<file path="config.mk">
export PLATFORM = sky130hd
export DESIGN_NAME = groestl_nonce_scheduler
export DESIGN_NICKNAME = d
export VERILOG_FILES = /design/src/rtl/groestl_sched_pkg.sv /design/src/rtl/groestl_gold_fifo.sv /design/src/rtl/groestl_nonce_scheduler.sv
export SDC_FILE = /design/constraint.sdc
export NUM_CORES = 1
export LEC_CHECK = 0
export CAP_MARGIN = 25
export CELL_PAD_IN_SITES_DETAIL_PLACEMENT = 1
export CELL_PAD_IN_SITES_GLOBAL_PLACEMENT = 2
export CORE_UTILIZATION = 35
export CTS_CLUSTER_SIZE = 20
export DETAILED_ROUTE_END_ITERATION = 16
export GPL_ROUTABILITY_DRIVEN = 0
export PLACE_DENSITY = 0.9
export SLEW_MARGIN = 20
export SYNTH_ARGS = -nofsm -noshare
export SYNTH_HDL_FRONTEND = slang
export SYNTH_SLANG_ARGS = --single-unit
</file>
<file path="constraint.sdc">
create_clock -name clk -period 4.3 [get_ports clk]
set_input_delay 0.645 -clock clk [delete_from_list [all_inputs] [get_ports clk]]
set_output_delay 0.645 -clock clk [all_outputs]
set_load 0.03 [all_outputs]
</file>
<file path="src/rtl/groestl_sched_pkg.sv">
// groestl_sched_pkg: shared state type, nonce width and popcount helper for the nonce scheduler
package groestl_sched_pkg;
  localparam int NONCE_W = 32;
  typedef enum logic [1:0] {IDLE, DISPATCH, DRAIN} state_t;
  function automatic logic [3:0] popcount(input logic [7:0] v);
    popcount = '0;
    for (int i = 0; i < 8; i++) popcount = popcount + 4'(v[i]);
  endfunction
endpackage

</file>
<file path="src/rtl/groestl_gold_fifo.sv">
// groestl_gold_fifo: synchronous first-word-fall-through FIFO for golden nonces
module groestl_gold_fifo #(
  parameter int DEPTH = 4,
  parameter int W = 32
) (
  input  logic                   clk,
  input  logic                   reset,
  input  logic                   push,
  input  logic [W-1:0]           din,
  input  logic                   pop,
  output logic [W-1:0]           dout,
  output logic [$clog2(DEPTH):0] count
);
  localparam int CW = $clog2(DEPTH) + 1;
  localparam int AW = DEPTH > 1 ? $clog2(DEPTH) : 1;
  logic [W-1:0] mem [DEPTH];
  logic [AW-1:0] wr, rd;
  logic wr_en, rd_en;
  // a full FIFO refuses the push even when a pop frees a slot in the same cycle
  assign wr_en = push && count < CW'(DEPTH);
  assign rd_en = pop && count != '0;
  assign dout = count == '0 ? '0 : mem[rd];
  always_ff @(posedge clk) begin
    if (reset) begin
      wr <= '0;
      rd <= '0;
      count <= '0;
    end else begin
      if (wr_en) wr <= wr == AW'(DEPTH - 1) ? '0 : wr + 1'b1;
      if (rd_en) rd <= rd == AW'(DEPTH - 1) ? '0 : rd + 1'b1;
      count <= count + CW'(wr_en) - CW'(rd_en);
    end
  end
  always_ff @(posedge clk)
    if (wr_en) mem[wr] <= din;
endmodule

</file>
<file path="src/rtl/groestl_nonce_scheduler.sv">
// groestl_nonce_scheduler: sweeps a nonce range across hasher lanes round-robin and queues winning nonces
module groestl_nonce_scheduler
  import groestl_sched_pkg::*;
#(
  parameter int NUM_CORES = 4,
  parameter int FIFO_DEPTH = 4
) (
  input  logic                         clk,
  input  logic                         reset,
  input  logic                         start,
  input  logic                         stop,
  input  logic [NONCE_W-1:0]           nonce_first,
  input  logic [NONCE_W-1:0]           nonce_last,
  output logic                         busy,
  output logic                         done,
  output logic [NUM_CORES-1:0]         job_valid,
  input  logic [NUM_CORES-1:0]         job_ready,
  output logic [NONCE_W-1:0]           job_nonce,
  input  logic [NUM_CORES-1:0]         res_valid,
  input  logic [NUM_CORES-1:0]         res_hit,
  input  logic [NONCE_W*NUM_CORES-1:0] res_nonce,
  output logic                         gold_valid,
  output logic [NONCE_W-1:0]           gold_nonce,
  input  logic                         gold_pop,
  output logic [31:0]                  hash_count,
  output logic                         overflow
);
  localparam int CW = $clog2(FIFO_DEPTH) + 1;
  state_t state, state_n;
  logic [NONCE_W-1:0] next_n, last_n, push_d;
  logic [NONCE_W-1:0] hold_nonce [NUM_CORES];
  logic [NUM_CORES-1:0] oh, hold_full, hit, drop, mv;
  logic [2:0] rr, lane, pick;
  logic [7:0] outstanding;
  logic [3:0] retired;
  logic [CW-1:0] fifo_count;
  logic found, held, push, offer, accept, fin, launch;
  assign hit = res_valid & res_hit;
  assign drop = hit & hold_full;
  assign retired = popcount(8'(res_valid));
  assign launch = state == IDLE && start;
  assign push = held && fifo_count < CW'(FIFO_DEPTH);
  assign busy = state != IDLE;
  assign gold_valid = fifo_count != '0;
  // first ready lane at or after rr, else the first ready lane below rr
  always_comb begin
    found = 1'b0;
    pick = '0;
    oh = '0;
    for (int i = 0; i < NUM_CORES; i++)
      if (!found && job_ready[i] && 3'(i) >= rr) begin
        found = 1'b1;
        pick = 3'(i);
        oh[i] = 1'b1;
      end
    for (int i = 0; i < NUM_CORES; i++)
      if (!found && job_ready[i]) begin
        found = 1'b1;
        pick = 3'(i);
        oh[i] = 1'b1;
      end
  end
  always_comb begin
    held = 1'b0;
    mv = '0;
    push_d = '0;
    for (int i = 0; i < NUM_CORES; i++)
      if (!held && hold_full[i]) begin
        held = 1'b1;
        mv[i] = 1'b1;
        push_d = hold_nonce[i];
      end
  end
  always_ff @(posedge clk)
    state <= reset ? IDLE : state_n;
  always_comb begin
    state_n = state;
    offer = 1'b0;
    accept = 1'b0;
    fin = 1'b0;
    case (state)
      IDLE: if (start) state_n = nonce_first > nonce_last ? DRAIN : DISPATCH;
      DISPATCH: begin
        accept = |(job_valid & job_ready);
        offer = ~|job_valid && found && !stop;
        if (stop || (accept && next_n == last_n)) state_n = DRAIN;
      end
      DRAIN: begin
        fin = outstanding == '0 && ~|hold_full;
        if (fin) state_n = IDLE;
      end
      default: state_n = IDLE;
    endcase
  end
  always_ff @(posedge clk) begin
    if (reset) begin
      done <= 1'b0;
      job_valid <= '0;
      job_nonce <= '0;
      lane <= '0;
      rr <= '0;
      next_n <= '0;
      last_n <= '0;
      outstanding <= '0;
      hash_count <= '0;
      overflow <= 1'b0;
      hold_full <= '0;
    end else begin
      done <= fin;
      if (launch) begin
        next_n <= nonce_first;
        last_n <= nonce_last;
      end else if (accept && next_n != last_n) next_n <= next_n + 1'b1;
      if (offer) begin
        job_valid <= oh;
        job_nonce <= next_n;
        lane <= pick;
      end else if (accept || (state == DISPATCH && stop)) job_valid <= '0;
      if (accept) rr <= lane == 3'(NUM_CORES - 1) ? '0 : lane + 3'd1;
      outstanding <= outstanding + 8'(accept) - 8'(retired);
      hash_count <= launch ? '0 : hash_count + 32'(retired);
      overflow <= launch ? 1'b0 : overflow | (|drop);
      hold_full <= (hold_full & ~(push ? mv : '0)) | (hit & ~hold_full);
    end
  end
  always_ff @(posedge clk)
    for (int i = 0; i < NUM_CORES; i++)
      if (hit[i] && !hold_full[i]) hold_nonce[i] <= res_nonce[NONCE_W*i +: NONCE_W];
  groestl_gold_fifo #(.DEPTH(FIFO_DEPTH), .W(NONCE_W)) u_fifo (
    .clk(clk),
    .reset(reset),
    .push(push),
    .din(push_d),
    .pop(gold_pop),
    .dout(gold_nonce),
    .count(fifo_count)
  );
endmodule

</file>
==> out/summary.txt, run 1 <==
Port-buffer cells: 312
Layout Cells excl Fill: 2522
Tot GR Track Use: 20.7%
Die width: 229 um
Unrepaired setup endpoints after global routing: no
Setup TNS: 0 ns
Status: finished clean
Sequential area share after synthesis: 60.6%
Via density per instance: 5.20
Number of global-route vias before repair: 13703
Cell count after synthesis: 1504
Yosys reg bits: 417
Clk_lat worst skew: 0.59 ns
Final Max Tran Viols: 0
Largest family of logic cells by synthesized area: simple AND/OR/NAND/NOR gates
Post-synth cell types: 71
Nets: 2075
VDD IR max: 0.281 mV
Final hold viol count: 0
Worst r2r src: hold_full[1]
Core Region: 50500 um2
Fin crit period: 3.48 ns
Layout area overhead: 29.6%
Crit path buffers/inverters: 2
Crit path max fanout: 4
Critical path's largest stage delay: 0.57 ns
Worst flop-to-flop path endpoint: u_fifo.count[2]
Post-Synth Adder-Cell Area: 4.47%
Final ANT Viol Nets: 0
Crit Path Category: input port to flip-flop
Mapped Avg Cell Area: 12.0 um2
DR DRC count: 0
Synth top area cells: edfxtp_1 43%, dfxtp_1 18%, ha_1 4.0%
Mux share of post-synthesis cell area: 4.28%
Startpoint Class: input port
First-pass GRT wire length: 83000 um
Antenna violations before repair: 10
Compound-Gate Fraction of Synth Area: 9.48%
Slew headroom: 35.0%
Max Buffers Root-to-Sink: 3
Number of max-cap violations: 0
Critical Path, Cell by Cell: clkdlybuf4s50_1, fa_1, ha_1, ha_1, inv_1, ha_1, ha_1, a21o_1, a21oi_1, nor2b_1, o21ai_0, nor2b_1, xnor2_1, nor2_1
LEAKAGE: 8.37 nW
R2R setup slack: 1.50 ns
Rows: 82
Inserted Clock Buffers: 44
# IOs: 313
Fmax: 287 MHz
Hold_ws: 0.378 ns
FILL cells: 5405
Top cell type's share of synthesized area: 42.7%
Fin area: 23300 um2
Leading register cell type out of synthesis: edfxtp_1
Largest net degree at the start of global routing: 81
CP Capture Type: flip-flop
Worst EP required: 4.76 ns
Crit-path slowest cell: clkdlybuf4s50_1
R2R cell count: 8
CP top delay family: adder cells
Biggest area consumer among synthesized cells: edfxtp_1
Via count: 13117
Post-route clock period utilization: 81.0%
Slew at the pin with the worst max-slew slack: 0.975 ns
WP data arrival: 3.94 ns
DP HPWL: 39700 um
Drt first pass iters: 5
Final Util: 46.3%
Grt total ovfl: 0
Die Ht: 229 um
Post-CTS Repair Setup Buffers: 0
CTS tree: done
Area after DPL: 21900 um2
Hold bufs inserted after CTS: 0
Root Driver: clkbuf_16
Stages on worst setup path: 14
Design Power: 11.3 mW
Drt wl/cell: 21.7 um
Initial Util: 35.7%
Ys async rst share: 0%
DR iter-0 viols: 680
Yosys warnings: 0
Routed wire length: 54700 um
# setup viols final: 0
Synth Cell Area: 18000 um2
CP endpoint: outstanding[5]
Setup ws final: 0.815 ns
Worst slack at placement: 0.163 ns
Synth Area in Simple Gates: 13.7%
Layout cell share with drive strength beyond 1: 8.48%
Syn Nets: 1775
CTS clock-pin slew for the worst setup and hold paths: 0.06 ns
Worst min path class: input port to flip-flop
Critical Path Source: res_valid[1]
Number of synthesized flops with an enable pin: 256
Dpl cells: 2429
Die area: 52400 um2
Most frequent CP cell: ha_1
Cell Pwr Density: 484 nW/um2
XOR/XNOR share of the synthesized area: 4.28%
H-tree depth: 2
CTS Sinks: 417
Post-CTS Resized: 0
Fin Clk Skew: 0.0477 ns
[logic make-up (layout without fill, tap and decap cells)]
group,after synthesis,after routing
and+or+nand+nor,507,507
DFF,417,417
AOI/OAI and AO/OA,250,250
buffers and inverters,143,478
xor gates and xnor gates,88,88
adders and majority gates,62,62
muxes,37,37
other,0,11
[layout by cell type, fill, tap and decap left out, types with 7 or more instances in the layout]
cell	count
edfxtp_1	256
clkinv_2	9
and3_1	20
o21ai_0	18
a22oi_1	35
nor4_1	17
nand3_1	29
diode_2	11
buf_4	23
xnor2_1	28
ha_1	58
nand4_1	19
a21oi_1	103
and2_1	41
dfxtp_1	158
clkdlybuf4s50_1	311
nor3_1	14
inv_1	58
nor2b_1	11
nor2_1	131
mux4_2	32
clkbuf_1	15
xor2_1	60
clkbuf_16	44
a221o_1	33
a211oi_1	24
or3_1	7
nand2_1	167
[final cells by class]
class	instances	area, um2	share of cell area (%)
inverter	59	221	0.948
sequential	417	10900	46.7
antenna	11	27.5	0.118
clock inverter	20	220	0.943
clock buffer	61	1180	5.07
multi-input combinational	944	6580	28.2
timing repair buffer	338	3370	14.4
tap	672	841	3.60
[how the worst min path moves through the flow]
stage | start | endpoint | slack (ns) | cells past startpoint
floorplan | last_n[0] | last_n[0] | 0.45 | 2
global placement | job_nonce[5] | job_nonce[5] | 0.44 | 2
detailed placement | job_nonce[4] | job_nonce[4] | 0.45 | 2
CTS | reset | job_nonce[20] | 0.35 | 2
global route | reset | job_nonce[31] | 0.38 | 2
finish | reset | job_nonce[17] | 0.38 | 2
[sequential cells by signal, summed over array words and instances (netlist names), named ones only]
signal / cells
done: 1
hash_count: 32
hold_full: 4
hold_nonce: 128
job_nonce: 32
job_valid: 4
lane: 2
last_n: 32
next_n: 32
outstanding: 8
overflow: 1
rr: 2
state: 2
u_fifo.count: 3
u_fifo.mem: 128
u_fifo.rd: 2
u_fifo.wr: 2
[power breakdown]
group | switching [mW] | internal (mW)
Sequential | 0.224 | 4.67
Clock | 1.61 | 2.13
Combinational | 1.50 | 1.18
[cells in the mapped netlist (all sizes together) (4+ instances only)]
master / number
and2: 41
o22ai: 4
nor2: 139
nand3b: 6
and3: 20
xnor2: 28
clkbuf: 57
nor3: 19
buf: 27
a22oi: 37
or3: 7
o21ai: 18
nor2b: 12
a211oi: 26
a221o: 33
nand4: 19
a21o: 4
mux4: 32
fa: 4
nor4: 19
nand2: 169
nor3b: 5
xor2: 60
nand3: 30
mux2i: 5
dfxtp: 161
a21oi: 103
and4: 5
a31oi: 4
ha: 58
inv: 59
edfxtp: 256
[layer usage]
layer / vias to the layer above / share of wire [%] / global-route usage (%)
met5: - / 0 / 0
met4: 0 / 3.1 / 8.04
met3: 95 / 4.7 / 3.41
met2: 359 / 50 / 35.3
met1: 6579 / 42 / 26.3
li1: 6084 / - / -
[worst reg2reg max path: cells and delay by family (launching register included)]
kind / cells / cell delay (ns)
flip-flops: 1 / 0.97
buffers and inverters: 1 / 0.05
AND/OR/NAND/NOR: 3 / 0.70
XOR/XNOR: 2 / 0.36
adder cells (fa/ha/maj): 2 / 0.59
(Power assumes the default switching activity.)
==> run 2, diff against run 1 <==
==> constraint.sdc (replaced) <==
create_clock -name clk -period 3.6 [get_ports clk]
set_input_delay 0.54 -clock clk [delete_from_list [all_inputs] [get_ports clk]]
set_output_delay 0.54 -clock clk [all_outputs]
set_load 0.03 [all_outputs]
==> run 2 against run 1 <==
Sequential share of layout area is 0.31 points lower. Via count is 0.60% lower. Power is 22% higher. Critical path depth stayed put. Cell area is 0.67% higher. Sequential cell count stayed put. Largest power group unchanged.
==> out/summary.txt, run 2 (synthesized netlist as in run 1, its figures left out) <==
Status: finished clean
First-pass GRT wire length: 84200 um (+1.4%)
Commonest non-fill, non-tap cell in the layout: clkdlybuf4s50_1
Post-route clock period utilization: 92.7%
Worst r2r src: state[1]
DR iter-0 viols: 787 (+16%)
CTS tree: done
CTS Sinks: 417 (unchanged)
CP Capture Type: flip-flop
Fin Clk Skew: 0.0406 ns (-0.00711 ns)
Most frequent cells in the layout: 310 x clkdlybuf4s50_1, 256 x edfxtp_1, 167 x nand2_1
Initial Util: 35.7% (unchanged)
R2R setup slack: 0.93 ns (-0.57 ns)
Met1 Use GR: 25.6% (-0.66 points)
LEAKAGE: 8.47 nW (+1.2%)
Drt wl/cell: 22.0 um (+1.3%)
Grt met2 use: 36.8% (+1.5 points)
Via density per instance: 5.14 (-1.2%)
Hold bufs inserted after CTS: 0 (unchanged)
Rows: 82 (unchanged)
Final hold viol count: 0 (unchanged)
Clk_lat worst skew: 0.59 ns (about the same)
Via count: 13038 (-0.60%)
Worst EP required: 4.05 ns (-0.71 ns)
H-tree depth: 2 (unchanged)
Crit Path Category: input port to flip-flop
Drt first pass iters: 4 (-1)
VDD IR max: 0.318 mV (+13%)
CTS clock-pin slew for the worst setup and hold paths: 0.06 ns (about the same)
FILL cells: 5359 (-0.85%)
Top Usage Layer GRT: met2
Max Buffers Root-to-Sink: 3 (unchanged)
R2R cell count: 15 (+7)
Nets: 2088 (+0.63%)
Final ANT Viol Nets: 0 (unchanged)
Tot GR Track Use: 21.0% (+0.30 points)
Number of max-cap violations: 0 (unchanged)
Antenna violations before repair: 13 (+3)
# setup viols final: 0 (unchanged)
Port-buffer cells: 312 (unchanged)
Final Max Tran Viols: 0 (unchanged)
Inserted Clock Buffers: 45 (+2.3%)
Layout cell share with drive strength beyond 1: 9.13% (+0.65 points)
DP HPWL: 40200 um (+1.1%)
Regs by FF count: hold_nonce: 128 flops, u_fifo.mem: 128 flops
Grt total ovfl: 0 (unchanged)
Slew headroom: 40.6% (+5.7 points)
Met3 usage: 4.07% (+0.66 points)
Die Ht: 229 um (unchanged)
Routed wire length: 55700 um (+1.9%)
Die width: 229 um (unchanged)
Worst flop-to-flop path endpoint: outstanding[6]
Largest net degree at the start of global routing: 81 (unchanged)
Worst min path class: input port to flip-flop
Cell Pwr Density: 586 nW/um2 (+21%)
Crit path max fanout: 2 (-2)
Fin crit period: 3.34 ns
Hold Crit Depth: 2 (unchanged)
Layout Cells excl Fill: 2537 (+0.59%)
Layout area overhead: 30.5%
Startpoint Class: input port
DR DRC count: 0 (unchanged)
# IOs: 313 (unchanged)
Design Power: 13.8 mW (+22%)
WP data arrival: 3.79 ns (-0.15 ns)
Post-CTS Repair Setup Buffers: 0 (unchanged)
Hold Path Sink: outstanding[6]
Min-delay src: reset
Unrepaired setup endpoints after global routing: no
Number of global-route vias before repair: 13902 (+1.5%)
Die area: 52400 um2 (unchanged)
Fmax: 300 MHz
Core Region: 50500 um2 (unchanged)
Dpl cells: 2442 (+0.54%)
Slew at the pin with the worst max-slew slack: 0.890 ns (-0.0849 ns)
Root Driver: clkbuf_16
[run 2: cell count changes in the layout (fill, tap and decap cells not counted), sizes merged]
cell           previous run  this run
buf                      27        39
clkinv                   13        18
clkbuf                   61        57
diode                    11        14
bufinv                    3         5
inv                      61        59
clkdlybuf4s50           311       310
clkinvlp                  2         1
dlymetal6s2s              0         1
[run 2: worst max-delay path, cell delays in order]
cell and delay [ns]:
clkdlybuf4s50_1 0.52, fa_1 0.44, ha_1 0.20, ha_1 0.31
inv_1 0.05, ha_1 0.29, ha_1 0.31, a21o_1 0.18
a21oi_1 0.23, nor2b_1 0.07, o21ai_0 0.20, nor2b_1 0.22
xnor2_1 0.16, nor2_1 0.07
[run 2: per-stage QoR]
step                setup TNS (ns)  hold WS (ns)  setup WS [ns]  util [%]  area [um2]
detailed placement           -3.63         0.451         -0.415      43.5       22000
finish                           0         0.429          0.264      46.6       23500
global placement             -1.93         0.444         -0.277      43.5       22000
CTS                              0         0.401          0.165      46.5       23500
global route                     0         0.439         0.0187      46.6       23500
floorplan                        0         0.448          0.433         -       18000
[run 2: worst max-delay path by stage]
stage	start	to	cells past startpoint
finish	res_valid[1]	outstanding[5]	14
global route	res_valid[0]	outstanding[5]	14
CTS	res_valid[3]	outstanding[5]	14
detailed placement	res_valid[3]	outstanding[5]	14
global placement	res_valid[3]	outstanding[5]	14
floorplan	res_valid[0]	outstanding[5]	13
[run 2: final cells by class]
type	count	area, um2	area share, %
flip-flops and latches	417	10900	46.4
multi-input cells	944	6580	28.0
repair buffers	350	3430	14.6
clock buffers	57	1200	5.11
well taps	672	841	3.58
clock inverters	24	285	1.21
inverters	59	221	0.942
diodes	14	35.0	0.149
[run 2: repair_timing]
action                                  4_1_cts  5_1_grt
endpoints found under the hold margin         0        0
gates resized for setup                       0        1
endpoints found under the setup margin        0        2
[run 2: report_power, final]
group          leakage [nW]  switching (mW)  internal (mW)
combinational          4.05            1.84           1.43
sequential             3.70           0.253           5.58
clock                 0.723            1.94           2.73
total                  8.47            4.02           9.74
[run 2: per-layer routing]
layer / routed length (um) / up-vias
met5: 0 / -
met4: 1650 / 0
met3: 2780 / 73
met2: 28200 / 338
met1: 23100 / 6517
li1: - / 6110
